`config.mk`:
```
export PLATFORM = sky130hd
export DESIGN_NAME = gamma_lut_controller
export DESIGN_NICKNAME = d
export VERILOG_FILES = /design/src/rtl/gamma_lut_controller.sv
export SDC_FILE = /design/constraint.sdc
export NUM_CORES = 1
export LEC_CHECK = 0
export BUFFER_PORTS_ARGS = -buffer_cell sky130_fd_sc_hd__buf_2
export CORE_ASPECT_RATIO = 1.4
export CORE_UTILIZATION = 40
export DETAILED_ROUTE_END_ITERATION = 7
export GPL_ROUTABILITY_DRIVEN = 0
export SYNTH_ARGS = -nofsm -noshare
export SYNTH_HDL_FRONTEND = slang
export SYNTH_SLANG_ARGS = --single-unit
export TNS_END_PERCENT = 10
```
`constraint.sdc`:
```
create_clock -name clk -period 1.9 [get_ports clk]
set_input_delay 0.38 -clock clk [delete_from_list [all_inputs] [get_ports clk]]
set_output_delay 0.38 -clock clk [all_outputs]
set_load 0.005 [all_outputs]
```
`src/rtl/gamma_lut_controller.sv`:
```
// Programming sequencer for a double-buffered per-channel gamma LUT: byte commands in, LUT write strobes out.
// Writes appear one cycle after acceptance; broadcast and pending-swap states hold cmd_ready low.
module gamma_lut_controller #(
    parameter int segments   = 1,
    parameter int cyclewidth = 8,
    parameter int bitwidth   = 8,
    parameter int datawidth  = 8
) (
    input  logic                          clk,
    input  logic                          rst,
    input  logic                          cmd_valid,
    output logic                          cmd_ready,
    input  logic [1:0]                    cmd_op,
    input  logic [datawidth-1:0]          cmd_data,
    input  logic                          frame_start,
    output logic                          lut_we,
    output logic                          lut_bank,
    output logic [$clog2(3*segments)-1:0] lut_chan,
    output logic [bitwidth-1:0]           lut_addr,
    output logic [cyclewidth-1:0]         lut_wdata,
    output logic                          active_bank,
    output logic                          swap_pending
);

    localparam int C  = 3 * segments;
    localparam int CW = $clog2(C);
    localparam logic [CW-1:0]        LAST_CHAN = CW'(C - 1);
    localparam logic [datawidth-1:0] SEL_BCAST = datawidth'(C);

    localparam logic [1:0] OP_SELECT = 2'd0;
    localparam logic [1:0] OP_ADDR   = 2'd1;
    localparam logic [1:0] OP_WRITE  = 2'd2;

    typedef enum logic [1:0] {IDLE, BCAST, WAIT_SWAP} state_t;

    state_t                 state_q, state_d;
    logic                   active_q, active_d;
    logic [datawidth-1:0]   sel_q, sel_d;
    logic [bitwidth-1:0]    ptr_q, ptr_d;
    logic                   we_q, we_d;
    logic [CW-1:0]          chan_q, chan_d;
    logic [bitwidth-1:0]    addr_q, addr_d;
    logic [cyclewidth-1:0]  wdata_q, wdata_d;
    logic                   xfer;

    assign cmd_ready    = (state_q == IDLE) && !rst;
    assign xfer         = cmd_valid && cmd_ready;
    assign swap_pending = (state_q == WAIT_SWAP);
    assign active_bank  = active_q;
    assign lut_bank     = ~active_q;
    assign lut_we       = we_q;
    assign lut_chan     = chan_q;
    assign lut_addr     = addr_q;
    assign lut_wdata    = wdata_q;

    always_comb begin
        state_d  = state_q;
        active_d = active_q;
        sel_d    = sel_q;
        ptr_d    = ptr_q;
        we_d     = 1'b0;
        chan_d   = chan_q;
        addr_d   = addr_q;
        wdata_d  = wdata_q;
        case (state_q)
            IDLE: begin
                if (xfer) begin
                    case (cmd_op)
                        OP_SELECT: sel_d = cmd_data;
                        OP_ADDR:   ptr_d = cmd_data[bitwidth-1:0];
                        OP_WRITE: begin
                            we_d    = 1'b1;
                            addr_d  = ptr_q;
                            wdata_d = cmd_data[cyclewidth-1:0];
                            if (sel_q >= SEL_BCAST) begin
                                chan_d  = '0;
                                state_d = BCAST;
                            end else begin
                                chan_d = sel_q[CW-1:0];
                                ptr_d  = ptr_q + 1'b1;
                            end
                        end
                        default: state_d = WAIT_SWAP;
                    endcase
                end
            end
            BCAST: begin
                // addr/wdata were captured on entry; only the channel walks
                if (chan_q == LAST_CHAN) begin
                    state_d = IDLE;
                    ptr_d   = ptr_q + 1'b1;
                end else begin
                    we_d   = 1'b1;
                    chan_d = chan_q + 1'b1;
                end
            end
            WAIT_SWAP: begin
                if (frame_start) begin
                    active_d = ~active_q;
                    state_d  = IDLE;
                end
            end
            default: state_d = IDLE;
        endcase
    end

    always_ff @(posedge clk) begin
        if (rst) begin
            state_q  <= IDLE;
            active_q <= 1'b0;
            sel_q    <= '0;
            ptr_q    <= '0;
            we_q     <= 1'b0;
            chan_q   <= '0;
            addr_q   <= '0;
            wdata_q  <= '0;
        end else begin
            state_q  <= state_d;
            active_q <= active_d;
            sel_q    <= sel_d;
            ptr_q    <= ptr_d;
            we_q     <= we_d;
            chan_q   <= chan_d;
            addr_q   <= addr_d;
            wdata_q  <= wdata_d;
        end
    end

endmodule

```
Yosys cells after proc, flatten, opt, wreduce, memory -nomap -nowiden
Cells that the tools add are included.
- output and inout bits: 23
- word-level logic and storage cells: 59
- bits of input ports: 14
- bits in registers: 38
- multiplexer cells: 20
- $add $sub $neg: 2
- $lt $le $gt $ge: 1
- equal/unequal tests: 14
- reductions and logical operators: 13
- bitwise operators: 1
- operators with widths (operator ; count):
    8-bit one-hot mux with 2 select lines ; 2
    8-bit 2-to-1 mux ; 3
    2-bit 2-to-1 mux ; 8
    2-bit != test (second input constant) ; 5
    5-bit AND reduction ; 2
    8-bit by 1-bit adder with 8-bit output (second input constant) ; 1
    8-bit by 2-bit greater-or-equal comparator with 1-bit output (second input constant) ; 1
    2-bit one-hot mux with 2 select lines ; 2
    2-bit == test (second input constant) ; 3
    3-bit != test (second input constant) ; 2
    2-bit one-hot mux with 3 select lines ; 1
    3-bit AND reduction ; 2
    2-bit by 1-bit == test with 1-bit output (second input constant) ; 2
    2-bit zero test ; 2
    4-bit AND reduction ; 1
    1-bit 2-to-1 mux ; 3
    3-bit by 1-bit != test with 1-bit output (second input constant) ; 1
    2-bit by 1-bit adder with 2-bit output (second input constant) ; 1
    1-bit logical AND ; 2
    2-bit by 1-bit != test with 1-bit output (second input constant) ; 1
    1-bit one-hot mux with 2 select lines ; 1
    2-bit AND reduction ; 1
    2-bit nonzero test ; 1
    2-bit OR reduction ; 1
    other kinds (2) ; 2

Longest topological paths before layout
Gate-level depths: netlist of run 1.
- word-level depth: 5
- depth in mapped cells: 7
- depth with buffers taken out: 6

Worst setup path before layout of run 1
No wires, ideal clock.
- path kind: input to register
- start point: input port rst
- end point: register addr_q[0] (netlist: lut_addr[0])
- buffers on the path: 3
- data arrival time: 1.532 ns
- slack: 0.236 ns
- data required time: 1.768 ns
- library setup time: 0.132 ns
- stages on the path: 7
- path through: clkbuf_1 nor4b_4 buf_2 nand2_1 clkbuf_1 nand2_1 a21oi_1
- longest elaborated chain between the ends: 4
- ends and longest elaborated chain (what ; line ; text):
    from (decl) ; 10 ; input logic rst,
    1-bit zero test ; 46 ; assign cmd_ready = (state_q == IDLE) && !rst;
    1-bit logical AND ; 46 ;
    1-bit logical AND ; 47 ; assign xfer = cmd_valid && cmd_ready;
    3-bit AND reduction (no source line) ; - ;
    to (signal assigned) ; 124 ; addr_q <= addr_d;
    to (decl) ; 42 ; logic [bitwidth-1:0] addr_q, addr_d;
Parallel ways exist; a longest one is shown, timed or not.
A chain may end at the register's enable or synchronous reset.

Worst setup path after layout of run 1
- start point: register sel_q[7]
- end point: register ptr_q[0]
- longest elaborated chain between the ends: 3
- ends and longest elaborated chain (what ; line ; text):
    from (decl) ; 38 ; logic [datawidth-1:0] sel_q, sel_d;
    from (signal assigned) ; 120 ; sel_q <= sel_d;
    8-bit by 2-bit greater-or-equal comparator with 1-bit output ; 75 ; if (sel_q >= SEL_BCAST) begin
    3-bit != test (no source line) ; - ;
    5-bit AND reduction (no source line) ; - ;
    to (signal assigned) ; 121 ; ptr_q <= ptr_d;
    to (decl) ; 39 ; logic [bitwidth-1:0] ptr_q, ptr_d;
Every way passes these cells.

==> out/metrics.yaml, run 1 <==
run_status:
  status: "complete, no violations"
detailed_routing:
  vias: 1761
  via_per_inst: 5.50
  top_layer: "met4"
  drt_iter0_markers: 89
  wl_met3_um: 224
  post-route-drc-count: 0
  dr.pass1.iters: 4
  wl_met1_um: 2020
  routed_wl_um: 4780
  routedWlPerCell_um: 14.9
  wl_met2_um: 2430
  ant_nets: 0
place:
  dp_hpwl_um: 3450
  io_buffers: 36
  placed_area_um2: 2080
  pre_cts_slack_ns: 0.0294
worst_setup_path:
  required_ns: 2.12
  criticalPathCategory: "flop to flop"
  path_max_fanout: 9
  worstPathArrival_ns: 1.95
  worstSetupStartpointType: "flop"
  crit_path_end_kind: "flop"
yosys:
  yosysSeqAreaShare_pct: 41.9
  yosysMostFrequentCell: "nand2_1"
  ys.flop_type: "dfxtp_1"
  synth_edf_count: 0
  yosysUniqueCellTypes: 46
  yosysWarningCount: 0
  synth_top_area_share_pct: 41.9
  synthCells: 220
  syn_area_per_cell_um2: 8.25
  synth_top_area_cell: "dfxtp_1"
  synthTopCellsByArea: "dfxtp_1 (42%), nand2_1 (11%), a21oi_1 (8.8%)"
  async_flop_share_pct: 0
  synth_seq_cells: 38
  yosys-top-cells-count: "nand2_1 (51), dfxtp_1 (38), a21oi_1 (32)"
  synth_area_um2: 1820
  synth_nets: 236
finish:
  stdcell_area_um2: 2190
  post-route-util_pct: 51.3
  drive_above_1_share_pct: 23.8
  num-fill-cells: 453
  nNetsFinal: 276
  syn_to_final_growth_pct: 20.9
  n_antenna_cell: 0
power:
  clock_power_share_pct: 40.4
  seq_power_share_pct: 48.9
  p_int_mw: 1.31
  vdd_drop_max_mv: 0.338
  power.leakage_nw: 0.827
  swShare_pct: 23.5
  p_sw_mw: 0.402
  combinationalPowerShare_pct: 10.7
  power.density_nw_per_um2: 780
floorplanning:
  die_y_um: 81.7
  die-area_um2: 4820
  initial_utilization_pct: 42.5
  core_area_um2: 4270
  io_pins: 37
  die_x_um: 58.9
  row_count: 28
clock_tree:
  hold_buffers: 0
  cts_resized: 0
  cts_made_buffers: 5
  cts-root-buf: "clkbuf_8"
  clk_latency_ns: 0.29
  cts.path.max_buffers: 2
  cts_tree: "yes"
  clkTransAtPathRegs_ns: 0.07
  htree_levels: 2
  post-cts-setup-buffer-count: 0
  cts_num_sinks: 38
sta:
  setup_violations: 0
  hold-worst-slack_ns: 0.364
  setup_slack_ns: 0.167
  relSlewSlack_pct: 61.5
  rsz0062_at_grt: "no"
  period_needed_ns: 1.73
  max_slew.worst_pin.slew_ns: 0.578
  fmaxAchievable_mhz: 577
  drv_slew: 0
  skew_ns: 0.00435
  finalHoldViolCount: 0
  tns_ns: 0
  period_share_pct: 91.2
grt:
  grt_pass1_wl_um: 7900
  grt-ovfl-total: 0
  grt_max_degree: 42
  grt_pass1_vias: 1676
  grt_antenna_before_repair: 0
  grtUsageTotal_pct: 21.9
min_path:
  hold_path_class: "input pin to flop"
job:
  drv_cap: 0
critical path, cell delays in order (launching register included):
cell	delay, ns
dfxtp_1	0.33
nor4_4	0.45
a2111oi_4	0.19
or4_1	0.53
a31oi_1	0.16
power groups by stage:
stage | registers [mW] | logic, mW | clock network, mW
after floorplan | 0.850 | 0.114 | 0
after global placement | 0.854 | 0.183 | 0
after detailed placement | 0.854 | 0.183 | 0
after CTS | 0.836 | 0.184 | 0.715
after global routing | 0.838 | 0.203 | 0.743
final | 0.836 | 0.184 | 0.691
per-layer routing:
layer	GRT usage [%]	vias up
met4	8.81	0
met1	25.7	814
li1	-	877
met2	38.3	61
met5	0	-
met3	4.72	9
through the flow:
step                power (mW)  cells
floorplan                0.964    220
global placement          1.04    313
detailed placement        1.04    313
CTS                       1.73    320
global route              1.78    320
finish                    1.71    320
cell families (layout without fill, tap and decap cells):
family | count (synthesis) | count (layout) | synth area share, %
AND/OR/NAND/NOR | 91 | 91 | 24.6
AO/OA/AOI/OAI | 68 | 68 | 26.2
flip-flops | 38 | 38 | 41.9
buffers and inverters | 19 | 59 | 4.96
adder cells (fa/ha/maj) | 2 | 2 | 1.38
XOR/XNOR | 2 | 2 | 0.965
worst paths after layout:
path / startpoint / endpoint / slack (ns) / cells after the start
hold / removal: cmd_data[1] / lut_wdata[1] / 0.36 / 3
setup reg to reg: sel_q[7] / ptr_q[0] / 0.17 / 4
hold reg to reg: lut_wdata[5] / lut_wdata[5] / 0.45 / 2
setup / recovery: sel_q[7] / ptr_q[0] / 0.17 / 4
sequential cells by signal, summed over array words and instances (netlist names):
signal       flops
ptr_q            8
active_bank      1
lut_addr         8
sel_q            8
lut_we           1
lut_wdata        8
lut_chan         2
state_q          2
cells in the final DEF, fill, tap and decap left out, types with 3 or more instances in the layout:
cell type / synthesis / final
nor2b_1: 3 / 3
buf_2: 5 / 36
nand3_1: 12 / 12
nor2_1: 6 / 6
o21ai_0: 6 / 6
a211oi_1: 4 / 4
clkbuf_8: 0 / 6
a31oi_1: 4 / 4
a21oi_1: 32 / 32
nand2_1: 51 / 51
nand2b_1: 4 / 4
buf_4: 1 / 11
dfxtp_1: 38 / 38
inv_1: 5 / 5
nand4_1: 3 / 3
nor3_1: 4 / 4
layout make-up:
cell class                 instances  area (um^2)  share of cell area, %
tap                               60         75.1                   3.42
timing repair buffer              47          263                   12.0
clock buffer                       6         82.6                   3.76
inverter                           5         18.8                  0.855
sequential                        38          761                   34.7
multi-input combinational        163          965                   44.0
clock inverter                     1         30.0                   1.37
No activity file was read; power rests on OpenSTA's default activity.
==> inputs of run 2 (changes only) <==
--- a/config.mk
+++ b/config.mk
@@ -10,6 +10,7 @@
 export CORE_UTILIZATION = 40
 export DETAILED_ROUTE_END_ITERATION = 7
 export GPL_ROUTABILITY_DRIVEN = 0
+export SETUP_SLACK_MARGIN = 0.4
 export SYNTH_ARGS = -nofsm -noshare
 export SYNTH_HDL_FRONTEND = slang
 export SYNTH_SLANG_ARGS = --single-unit
==> run 2 against run 1 <==
Compared with the run above: critical path depth rose by 1; clock power fell by 16%; total power fell by 5.1%; worst setup slack improved by 0.11 ns; sequential share of layout area fell by 1.5 points; sequential power barely moved; non-clock buffer count rose by 10; hold slack got worse by 0.0030 ns; wire length fell by 0.19%; first-iteration DRC count fell by 20%; die area did not move; critical endpoint unchanged; largest power group unchanged; highest routed layer unchanged.
==> out/metrics.yaml, run 2 (synthesis results as in run 1) <==
worst_setup_path:
  cp-endpoint: "ptr_q[0]"
  crit_family: "simple AND/OR/NAND/NOR gates"
  required_ns: 2.12  # about the same
  rr_startpoint: "sel_q[6]"
  ff2ff_path_depth: 5  # +1
  r2r_end: "ptr_q[0]"
  cpPeakStageDelay_ns: 0.52  # about the same
  worstSetupStartpointType: "flop"
  worst-path-buf-inv: 1  # +1
  worstPathArrival_ns: 1.84  # -0.11 ns
  path_max_fanout: 7  # -2
  crit_path_end_kind: "flop"
  cp-startpoint: "sel_q[6]"
  critical_path_depth: 5  # +1
  crit_chain: "nor4_4, buf_4, a2111oi_4, or4_1, a31oi_1"
  reg2reg_slack_ns: 0.28  # +0.11 ns
  crit_slowest_cell: "or4_1"
  criticalPathCategory: "flop to flop"
finish:
  n_antenna_cell: 0  # unchanged
  multi_input_area_um2: 998  # +3.5%
  final_common_cell: "nand2_1"
  fin_cells: 331  # +3.4%
  nNetsFinal: 286  # +3.6%
  seq_area_um2: 766  # +0.66%
  final_cell_mix: "nand2_1 (49), buf_2 (36), dfxtp_1 (34)"
  drive_above_1_share_pct: 31.4  # +7.5 points
  num-fill-cells: 440  # -2.9%
  syn_to_final_growth_pct: 27.1
floorplanning:
  die_y_um: 81.7  # unchanged
  row_count: 28  # unchanged
  initial_utilization_pct: 42.5  # unchanged
  die-area_um2: 4820  # unchanged
  io_pins: 37  # unchanged
  core_area_um2: 4270  # unchanged
  die_x_um: 58.9  # unchanged
run_status:
  status: "complete, no violations"
clock_tree:
  cts_num_sinks: 38  # unchanged
  cts_tree: "yes"
  htree_levels: 2  # unchanged
  clk_latency_ns: 0.29  # about the same
  cts-root-buf: "clkbuf_8"
  cts.path.max_buffers: 2  # unchanged
  cts_made_buffers: 5  # unchanged
  clkTransAtPathRegs_ns: 0.08  # about the same
detailed_routing:
  via_per_inst: 5.34  # -3.0%
  routed_wl_um: 4770  # -0.19%
  routedWlPerCell_um: 14.4  # -3.5%
  post-route-drc-count: 0  # unchanged
  dr.pass1.iters: 4  # unchanged
  ant_nets: 0  # unchanged
  drt_iter0_markers: 71  # -20%
  vias: 1766  # +0.28%
sta:
  relSlewSlack_pct: 68.9  # +7.4 points
  tns_ns: 0  # unchanged
  finalHoldViolCount: 0  # unchanged
  skew_ns: 0.00470  # +0.000345 ns
  fmaxAchievable_mhz: 616  # +6.8%
  period_needed_ns: 1.62  # -0.110 ns
  drv_slew: 0  # unchanged
  rsz0062_at_grt: "yes"
  setup_violations: 0  # unchanged
  period_share_pct: 85.4  # -5.8 points
  max_slew.worst_pin.slew_ns: 0.467  # -0.111 ns
grt:
  grt-ovfl-total: 0  # unchanged
  grt_max_degree: 42  # unchanged
  grt_pass1_wl_um: 7850  # -0.61%
  grt_antenna_before_repair: 0  # unchanged
  grt_pass1_vias: 1635  # -2.4%
  grtUsageTotal_pct: 21.8  # -0.17 points
place:
  dp_hpwl_um: 3320  # -3.8%
  io_buffers: 36  # unchanged
  placed_cells: 315  # +0.64%
power:
  p_sw_mw: 0.424  # +5.5%
  combinationalPowerShare_pct: 12.9  # +2.2 points
  p_int_mw: 1.20  # -8.4%
  clock_power_share_pct: 35.6  # -4.8 points
  swShare_pct: 26.1  # +2.6 points
  power.density_nw_per_um2: 704  # -9.8%
  power.leakage_nw: 0.880  # +6.4%
  seq_power_share_pct: 51.5  # +2.6 points
  vdd_drop_max_mv: 0.352  # +4.1%
min_path:
  hold_path_class: "input pin to flop"
job:
  drv_cap: 0  # unchanged
## run 2: changes by cell type in the layout (fill, tap and decap cells not counted), moves of 2 or more
cell	previous run	this run
ha_2	0	2
buf_4	11	19
nand2_2	0	2
dfxtp_1	38	34
nand2_1	51	49
dfxtp_2	0	4
ha_1	2	0
## run 2: repair_timing
action	4_1_cts	5_1_grt
resized for setup	9	5
pin swaps	4	3
hold buffers	0	0
buffers inserted	7	1
gates cloned	0	0
setup endpoints to repair	27	37
## run 2: how the worst min path moves through the flow
stage | from | to | depth (start not counted)
floorplan | ptr_q[6] | lut_addr[6] | 2
finish | cmd_data[7] | lut_wdata[7] | 3
global placement | lut_wdata[5] | lut_wdata[5] | 2
detailed placement | lut_wdata[4] | lut_wdata[4] | 2
CTS | cmd_data[7] | lut_wdata[7] | 3
global route | cmd_data[7] | lut_wdata[7] | 3
## run 2: per-stage QoR
step | cell area (um^2) | power (mW) | hold slack (ns) | setup WS (ns) | util (%)
6_report | 2310 | 1.62 | 0.361 | 0.277 | 54.0
5_1_grt | 2310 | 1.70 | 0.356 | 0.194 | 54.0
4_1_cts | 2280 | 1.63 | 0.356 | 0.293 | 53.3
3_5_place_dp | 2110 | 1.04 | 0.445 | 0.118 | 49.4
3_3_place_gp | 2110 | 1.04 | 0.441 | 0.139 | 49.4
2_1_floorplan | 1820 | 0.965 | 0.440 | 0.254 | -
## run 2: per-layer routing
metal | wire, um | share of wire (%) | track usage [%]
met1 | 2010 | 42 | 26.4
met2 | 2470 | 52 | 36.5
met3 | 198 | 4.2 | 4.88
met4 | 88 | 1.8 | 9.52
met5 | 0 | 0 | 0
## run 2: tightest hold or removal path: stages
cell and delay [ns]:
buf_2 0.12, nand2_1 0.05, a21oi_1 0.05
## run 2: cell type report
cell class | count | share of cell area [%]
Inverter | 5 | 0.813
Timing Repair Buffer | 57 | 15.3
Multi-Input combinational cell | 163 | 43.3
Sequential cell | 38 | 33.2
Clock inverter | 2 | 0.542
Clock buffer | 6 | 3.58
Tap cell | 60 | 3.25
## run 2: power groups by stage
stage               clock, mW  combinational, mW  sequential [mW]
global placement            0              0.190            0.853
detailed placement          0              0.190            0.853
floorplan                   0              0.115            0.850
CTS                     0.593              0.205            0.835
global route            0.635              0.231            0.839
finish                  0.578              0.209            0.836
